$ cat config.mk
export PLATFORM = sky130hd
export DESIGN_NAME = pc_fetch_unit
export DESIGN_NICKNAME = d
export VERILOG_FILES = /design/src/rtl/fetch_unit_types_pkg.sv /design/src/rtl/hazard_control_unit_types_pkg.sv /design/src/rtl/branch_target_buffer.sv /design/src/rtl/pc_fetch_unit.sv
export SDC_FILE = /design/constraint.sdc
export NUM_CORES = 1
export LEC_CHECK = 0
export CORE_ASPECT_RATIO = 0.6
export CORE_UTILIZATION = 40
export CTS_CLUSTER_SIZE = 12
export DETAILED_ROUTE_END_ITERATION = 12
export SETUP_SLACK_MARGIN = 0.1
export SYNTH_ARGS = -nofsm -noshare
export SYNTH_HDL_FRONTEND = slang
export SYNTH_SLANG_ARGS = --single-unit
$ cat constraint.sdc
create_clock -name CLK -period 4.9 [get_ports CLK]
set_clock_uncertainty 0.05 [all_clocks]
set_input_delay 1.47 -clock CLK [delete_from_list [all_inputs] [get_ports CLK]]
set_output_delay 1.47 -clock CLK [all_outputs]
set_load 0.02 [all_outputs]
$ cat src/rtl/fetch_unit_types_pkg.sv
// Types and constants for the fetch unit and its branch target buffer.
package fetch_unit_types_pkg;

    typedef enum logic [1:0] {
        SNT = 2'b00,
        WNT = 2'b01,
        WT  = 2'b10,
        ST  = 2'b11
    } bctr_t;

    // Tag and target are sized for the widest case; tags of deeper BTBs leave the top bits zero.
    typedef struct packed {
        logic        valid;
        logic [29:0] tag;
        logic [29:0] target;
        bctr_t       ctr;
    } btb_entry_t;

    localparam bctr_t BTB_ALLOC_CTR = WT;
    localparam bctr_t BTB_RESET_CTR = WNT;

    function automatic bctr_t ctr_step(input bctr_t c, input logic taken);
        bctr_t r;
        r = c;
        if (taken) begin
            if (c != ST) r = bctr_t'(c + 2'd1);
        end else begin
            if (c != SNT) r = bctr_t'(c - 2'd1);
        end
        return r;
    endfunction

endpackage

$ cat src/rtl/hazard_control_unit_types_pkg.sv
// Shared types of the hazard control unit: the next-PC choice it hands to fetch.
package hazard_control_unit_types_pkg;

    typedef enum logic [2:0] {
        PCNPC    = 3'd0,
        PCBPC    = 3'd1,
        PCJPC    = 3'd2,
        PCPTA    = 3'd3,
        PRBPC    = 3'd4,
        PCERROR5 = 3'd5,
        PCERROR6 = 3'd6,
        PCERROR7 = 3'd7
    } pcselect_t;

endpackage

$ cat src/rtl/branch_target_buffer.sv
// Direct-mapped BTB with 2-bit saturating counters: combinational lookup, one-cycle training.
module branch_target_buffer
    import fetch_unit_types_pkg::*;
#(
    parameter int ENTRIES = 8
) (
    input  logic        CLK,
    input  logic        RST,
    input  logic [31:0] lookup_pc,
    output logic        hit_taken,
    output logic [31:0] hit_target,
    input  logic        upd_en,
    input  logic [31:0] upd_pc,
    input  logic        upd_taken,
    input  logic [31:0] upd_target
);

    localparam int IDX_W = $clog2(ENTRIES);

    btb_entry_t       entries_q [ENTRIES];
    btb_entry_t       entries_d [ENTRIES];
    logic [IDX_W-1:0] lk_idx;
    logic [IDX_W-1:0] up_idx;
    btb_entry_t       lk_e;
    btb_entry_t       up_e;
    logic             unused_low_bits;

    function automatic logic [29:0] tag_of(input logic [31:0] a);
        return a[31:2] >> IDX_W;
    endfunction

    assign unused_low_bits = ^{lookup_pc[1:0], upd_pc[1:0], upd_target[1:0]};

    always_comb begin
        lk_idx     = lookup_pc[IDX_W+1:2];
        lk_e       = entries_q[lk_idx];
        hit_taken  = lk_e.valid && (lk_e.tag == tag_of(lookup_pc)) && lk_e.ctr[1];
        hit_target = {lk_e.target, 2'b00};
    end

    // A miss that resolved not-taken leaves the slot alone so it cannot evict a useful entry.
    always_comb begin
        entries_d = entries_q;
        up_idx    = upd_pc[IDX_W+1:2];
        up_e      = entries_q[up_idx];
        if (upd_en) begin
            if (up_e.valid && (up_e.tag == tag_of(upd_pc))) begin
                entries_d[up_idx].ctr = ctr_step(up_e.ctr, upd_taken);
                if (upd_taken) entries_d[up_idx].target = upd_target[31:2];
            end else if (upd_taken) begin
                entries_d[up_idx] = '{valid: 1'b1, tag: tag_of(upd_pc),
                                      target: upd_target[31:2], ctr: BTB_ALLOC_CTR};
            end
        end
    end

    always_ff @(posedge CLK) begin
        if (RST) begin
            for (int i = 0; i < ENTRIES; i++) begin
                entries_q[i] <= '{valid: 1'b0, tag: '0, target: '0, ctr: BTB_RESET_CTR};
            end
        end else begin
            entries_q <= entries_d;
        end
    end

endmodule

$ cat src/rtl/pc_fetch_unit.sv
// Fetch-side PC register: applies the hazard unit's PC choice and hosts the branch target buffer.
module pc_fetch_unit
    import hazard_control_unit_types_pkg::*;
#(
    parameter logic [31:0] PC_INIT     = 32'h00000000,
    parameter int          BTB_ENTRIES = 8
) (
    input  logic        CLK,
    input  logic        RST,
    input  logic [2:0]  pcselect,
    input  logic        pcen,
    input  logic [31:0] bpc,
    input  logic [31:0] jpc,
    input  logic [31:0] rbpc,
    input  logic        bupdate,
    input  logic [31:0] bupd_pc,
    input  logic        bupd_taken,
    input  logic [31:0] bupd_target,
    output logic [31:0] pc,
    output logic [31:0] npc,
    output logic        pred_taken,
    output logic [31:0] pred_target,
    output logic        pcsel_err
);

    pcselect_t   sel;
    logic [31:0] pc_q;
    logic [31:0] pc_d;
    logic        err_q;
    logic        err_d;
    logic        btb_taken;
    logic [31:0] btb_target;
    logic        unused_low_bits;

    branch_target_buffer #(
        .ENTRIES(BTB_ENTRIES)
    ) u_btb (
        .CLK       (CLK),
        .RST       (RST),
        .lookup_pc (pc_q),
        .hit_taken (btb_taken),
        .hit_target(btb_target),
        .upd_en    (bupdate),
        .upd_pc    (bupd_pc),
        .upd_taken (bupd_taken),
        .upd_target(bupd_target)
    );

    assign sel             = pcselect_t'(pcselect);
    assign unused_low_bits = ^{bpc[1:0], jpc[1:0], rbpc[1:0]};

    // Redirects flush and so ignore pcen; only the sequential choices honour a stall.
    always_comb begin
        npc         = pc_q + 32'd4;
        pred_target = btb_taken ? btb_target : npc;
        pc_d        = pc_q;
        err_d       = err_q;
        case (sel)
            PCBPC:   pc_d = {bpc[31:2], 2'b00};
            PCJPC:   pc_d = {jpc[31:2], 2'b00};
            PRBPC:   pc_d = {rbpc[31:2], 2'b00};
            PCNPC:   if (pcen) pc_d = {npc[31:2], 2'b00};
            PCPTA:   if (pcen) pc_d = {pred_target[31:2], 2'b00};
            default: err_d = 1'b1;
        endcase
    end

    always_ff @(posedge CLK) begin
        if (RST) begin
            pc_q  <= PC_INIT;
            err_q <= 1'b0;
        end else begin
            pc_q  <= pc_d;
            err_q <= err_d;
        end
    end

    assign pc         = pc_q;
    assign pred_taken = btb_taken;
    assign pcsel_err  = err_q;

endmodule

==> results.rst <==
.. list-table::
   :header-rows: 1

   * - Metric
     - Value
   * - Run status
     - complete, but fails checks
   * - Violated checks
     - setup timing
   * - R2R setup slack
     - 1.35 ns
   * - First-pass iteration count of the detailed router
     - 6
   * - Post-Place Setup Slack
     - -0.172 ns
   * - Maximum number of pins on one net before global-route repair
     - 129
   * - Area grow syn2layout
     - 25.3%
   * - Multi-input logic area
     - 15600 µm²
   * - Setup repair after global routing missed its margin
     - true
   * - Buffers & Inverters on Critical Path
     - 9
   * - Std cell rows
     - 73
   * - Clk slew on worst S/H paths
     - 0.07 ns
   * - CTS Sinks
     - 511
   * - Max incr delay on CP
     - 0.54 ns
   * - Data required time of the critical path
     - 3.38 ns
   * - Final setup fails
     - 30
   * - CTS Buffer Depth
     - 3
   * - Core Footprint
     - 66600 µm²
   * - Average size of a mapped cell
     - 9.05 µm²
   * - Final Cycle Share
     - 108%
   * - Maximum ir drop on the vdd rail
     - 0.208 mV
   * - Detailed-route via count
     - 24800
   * - Aggregate global-route resource usage
     - 29.6%
   * - Antenna-violating nets left
     - 0
   * - Kind of cell with the highest combined delay on the critical path
     - buffers and inverters
   * - Worst-margin pin slew
     - 0.939 ns
   * - Capture point of the worst reg-to-reg path
     - pc[4]
   * - Height of the chip
     - 204 µm
   * - Timing-limited maximum frequency
     - 189 MHz
   * - Relative slew margins
     - 37.4%
   * - Number of enable flip-flop cells after synthesis
     - 0
   * - Die area
     - 68800 µm²
   * - Post-Syn Area
     - 27100 µm²
   * - Crit path launch type
     - flip-flop
   * - Area of all sequential standard cells
     - 10200 µm²
   * - Critical path cell sequence
     - buf_12, buf_6, mux4_2, mux2i_1, buf_4, nand2_1, nor4_2, buf_4, nand4_4, buf_12, buf_12, buf_8, mux2i_2, buf_4, buf_6
   * - Via count of the first global-routing pass
     - 23800
   * - Routability cong.
     - 0.955
   * - Number of remaining DRC errors
     - 0
   * - Crit Path Max Fanout
     - 6
   * - Layout cells sized above 1
     - 18.9%
   * - Leading cell types by total area after synthesis
     - dfxtp_1, mux2i_1, mux4_2
   * - Type of the tightest min-delay check
     - flip-flop to flip-flop
   * - Leakage Power
     - 13.5 nW
   * - Insertion delay to the later sink of the worst-skew pair
     - 0.64 ns
   * - Arr. time, crit path
     - 3.77 ns
   * - Sequential area share after synthesis
     - 37.8%
   * - Final critical-path setup slack
     - -0.390 ns
   * - R2R Path Start
     - pc[2]
   * - Total Nets Final
     - 3466
   * - Yosys warns
     - 0
   * - Gate Count Post-Synth
     - 2992
   * - WS Path Type
     - flip-flop to output port
   * - Vias/cell
     - 5.87
   * - Worst Hold Path Cells
     - 2
   * - Initial antenna violation count
     - 3
   * - Min cycle time layout
     - 5.29 ns
   * - Final count of pins violating max slew
     - 0
   * - Wirelength, routed
     - 105000 µm
   * - Endpoint of the worst hold-timing path
     - u_btb.entries_q[385]
   * - Worst min-delay path startpoint
     - u_btb.entries_q[385]
   * - Maximum level of the CTS H-tree
     - 2
   * - Layout Utilization
     - 50.9%
   * - Final hold violation count
     - 0
   * - Initial Utilization
     - 40.7%
   * - Area share of the leading cell type in the synthesized netlist
     - 37.8%
   * - Overflow left after global routing
     - 0
   * - Post-route cell area
     - 33900 µm²
   * - Clock tree root driver cell
     - clkbuf_16
   * - Number of buffers inserted during clock tree synthesis
     - 51
   * - Total of flip-flops plus latches after synthesis
     - 511
   * - Worst Reg2Reg Path Length in Cells
     - 15
   * - Top Ports
     - 266
   * - Commonest register cell after synthesis
     - dfxtp_1
   * - Horizontal die dimension
     - 338 µm
   * - Most frequent cells in the layout
     - nand2_1, dfxtp_1, mux2i_1, a21oi_1, buf_4
   * - Most common cell after layout, fill and taps aside
     - nand2_1
   * - Buffers added on ports
     - 249
   * - Avg WL per Cell
     - 24.8 µm
   * - Fillers
     - 5969
   * - Maximum Capacitance Violations
     - 0
   * - Total half-perimeter wirelength after legalization and detailed placement
     - 72300 µm
   * - Placed cell areas
     - 31500 µm²
   * - Yosys top cell by area
     - dfxtp_1
   * - Master of the slowest instance on the critical path
     - mux4_2
   * - TritonCTS clock tree
     - yes
   * - Distinct cells, synth
     - 63
   * - Sort of element at the end of the critical path
     - output port
   * - Power per cell area
     - 298 nW/µm²
   * - Initial DRC Count
     - 3128
   * - Global-route wire length before repair
     - 152000 µm
   * - Share of flip-flops with an asynchronous set or reset after synthesis
     - 0%
==> tightest hold or removal path, stage by stage (launching register included) <==
cell     delay, ns
dfxtp_1       0.31
nand2_1       0.05
a21oi_1       0.05
==> cell type report <==
type / instances / area share, %
Sequential cell: 511 / 30.2
Clock buffer: 77 / 4.37
Inverter: 64 / 0.723
Timing Repair Buffer: 520 / 15.2
Antenna cell: 2 / 0.0148
Clock inverter: 4 / 0.243
Tap cell: 900 / 3.32
Multi-Input combinational cell: 2149 / 45.9
==> where the power goes <==
part           internal (mW)  switching (mW)  total, mW
logic                  0.822            1.08       1.90
registers               4.23          0.0961       4.33
clock network           2.13            1.73       3.86
total                   7.18            2.91       10.1
==> cell usage after synthesis, types with 40 or more instances <==
master    count
nand2_1     770
mux2i_1     356
buf_4        57
o21ai_0      40
nand2b_1     47
dfxtp_1     511
clkbuf_1    154
o22ai_1      42
a21oi_1     293
mux4_2      138
nor2_1       59
inv_1        64
==> kinds of logic after synthesis <==
group | count (synthesis) | synth area share [%]
multiplexers | 525 | 25.9
AO/OA/AOI/OAI | 509 | 11.3
other | 1 | 0.0138
buffers and inverters | 337 | 6.31
flip-flops | 511 | 37.8
AND/OR/NAND/NOR | 1043 | 16.5
XOR/XNOR | 64 | 2.07
adder cells (fa/ha/maj) | 2 | 0.0832
==> stage by stage <==
step                hold slack (ns)  TNS (ns)  cells  total power, mW
floorplan                     0.383         0   2997             5.34
global placement              0.388    -23.08   4110             6.17
detailed placement            0.395    -14.42   4110             6.19
CTS                           0.403     -8.04   4214             10.1
global route                  0.422    -11.06   4226             10.4
finish                        0.403     -8.51   4227             10.1
==> flip-flops by register name, summed over array words and instances (netlist names) <==
register         cells
u_btb.entries_q    480
pcsel_err            1
pc                  30
==> routing by layer <==
metal	up-vias	part of all wire, %	routed length, µm	track usage [%]
li1	11100	-	-	-
met1	12200	43	44900	42.8
met2	1410	42	43900	42.8
met3	176	12	13000	7.69
met4	4	2.8	2940	9.08
met5	-	0.026	27	0
==> timing repair <==
| action | CTS | global route |
|---|---|---|
| pin swaps | 8 | 9 |
| gates resized for setup | 189 | 76 |
| endpoints found under the setup margin | 55 | 46 |
| hold buffers | 0 | 0 |
| cloned | 6 | 1 |
| buffers inserted | 17 | 12 |
==> how the worst max path moves through the flow <==
stage	depth (start not counted)	to	from
4_1_cts	15	pred_target[11]	pc[2]
3_5_place_dp	11	pred_target[22]	pc[3]
5_1_grt	15	pred_target[11]	pc[3]
6_report	15	pred_target[11]	pc[2]
2_1_floorplan	11	pred_target[10]	pc[3]
3_3_place_gp	11	pred_target[22]	pc[3]
Note: power is estimated with default switching activity, not from simulation.
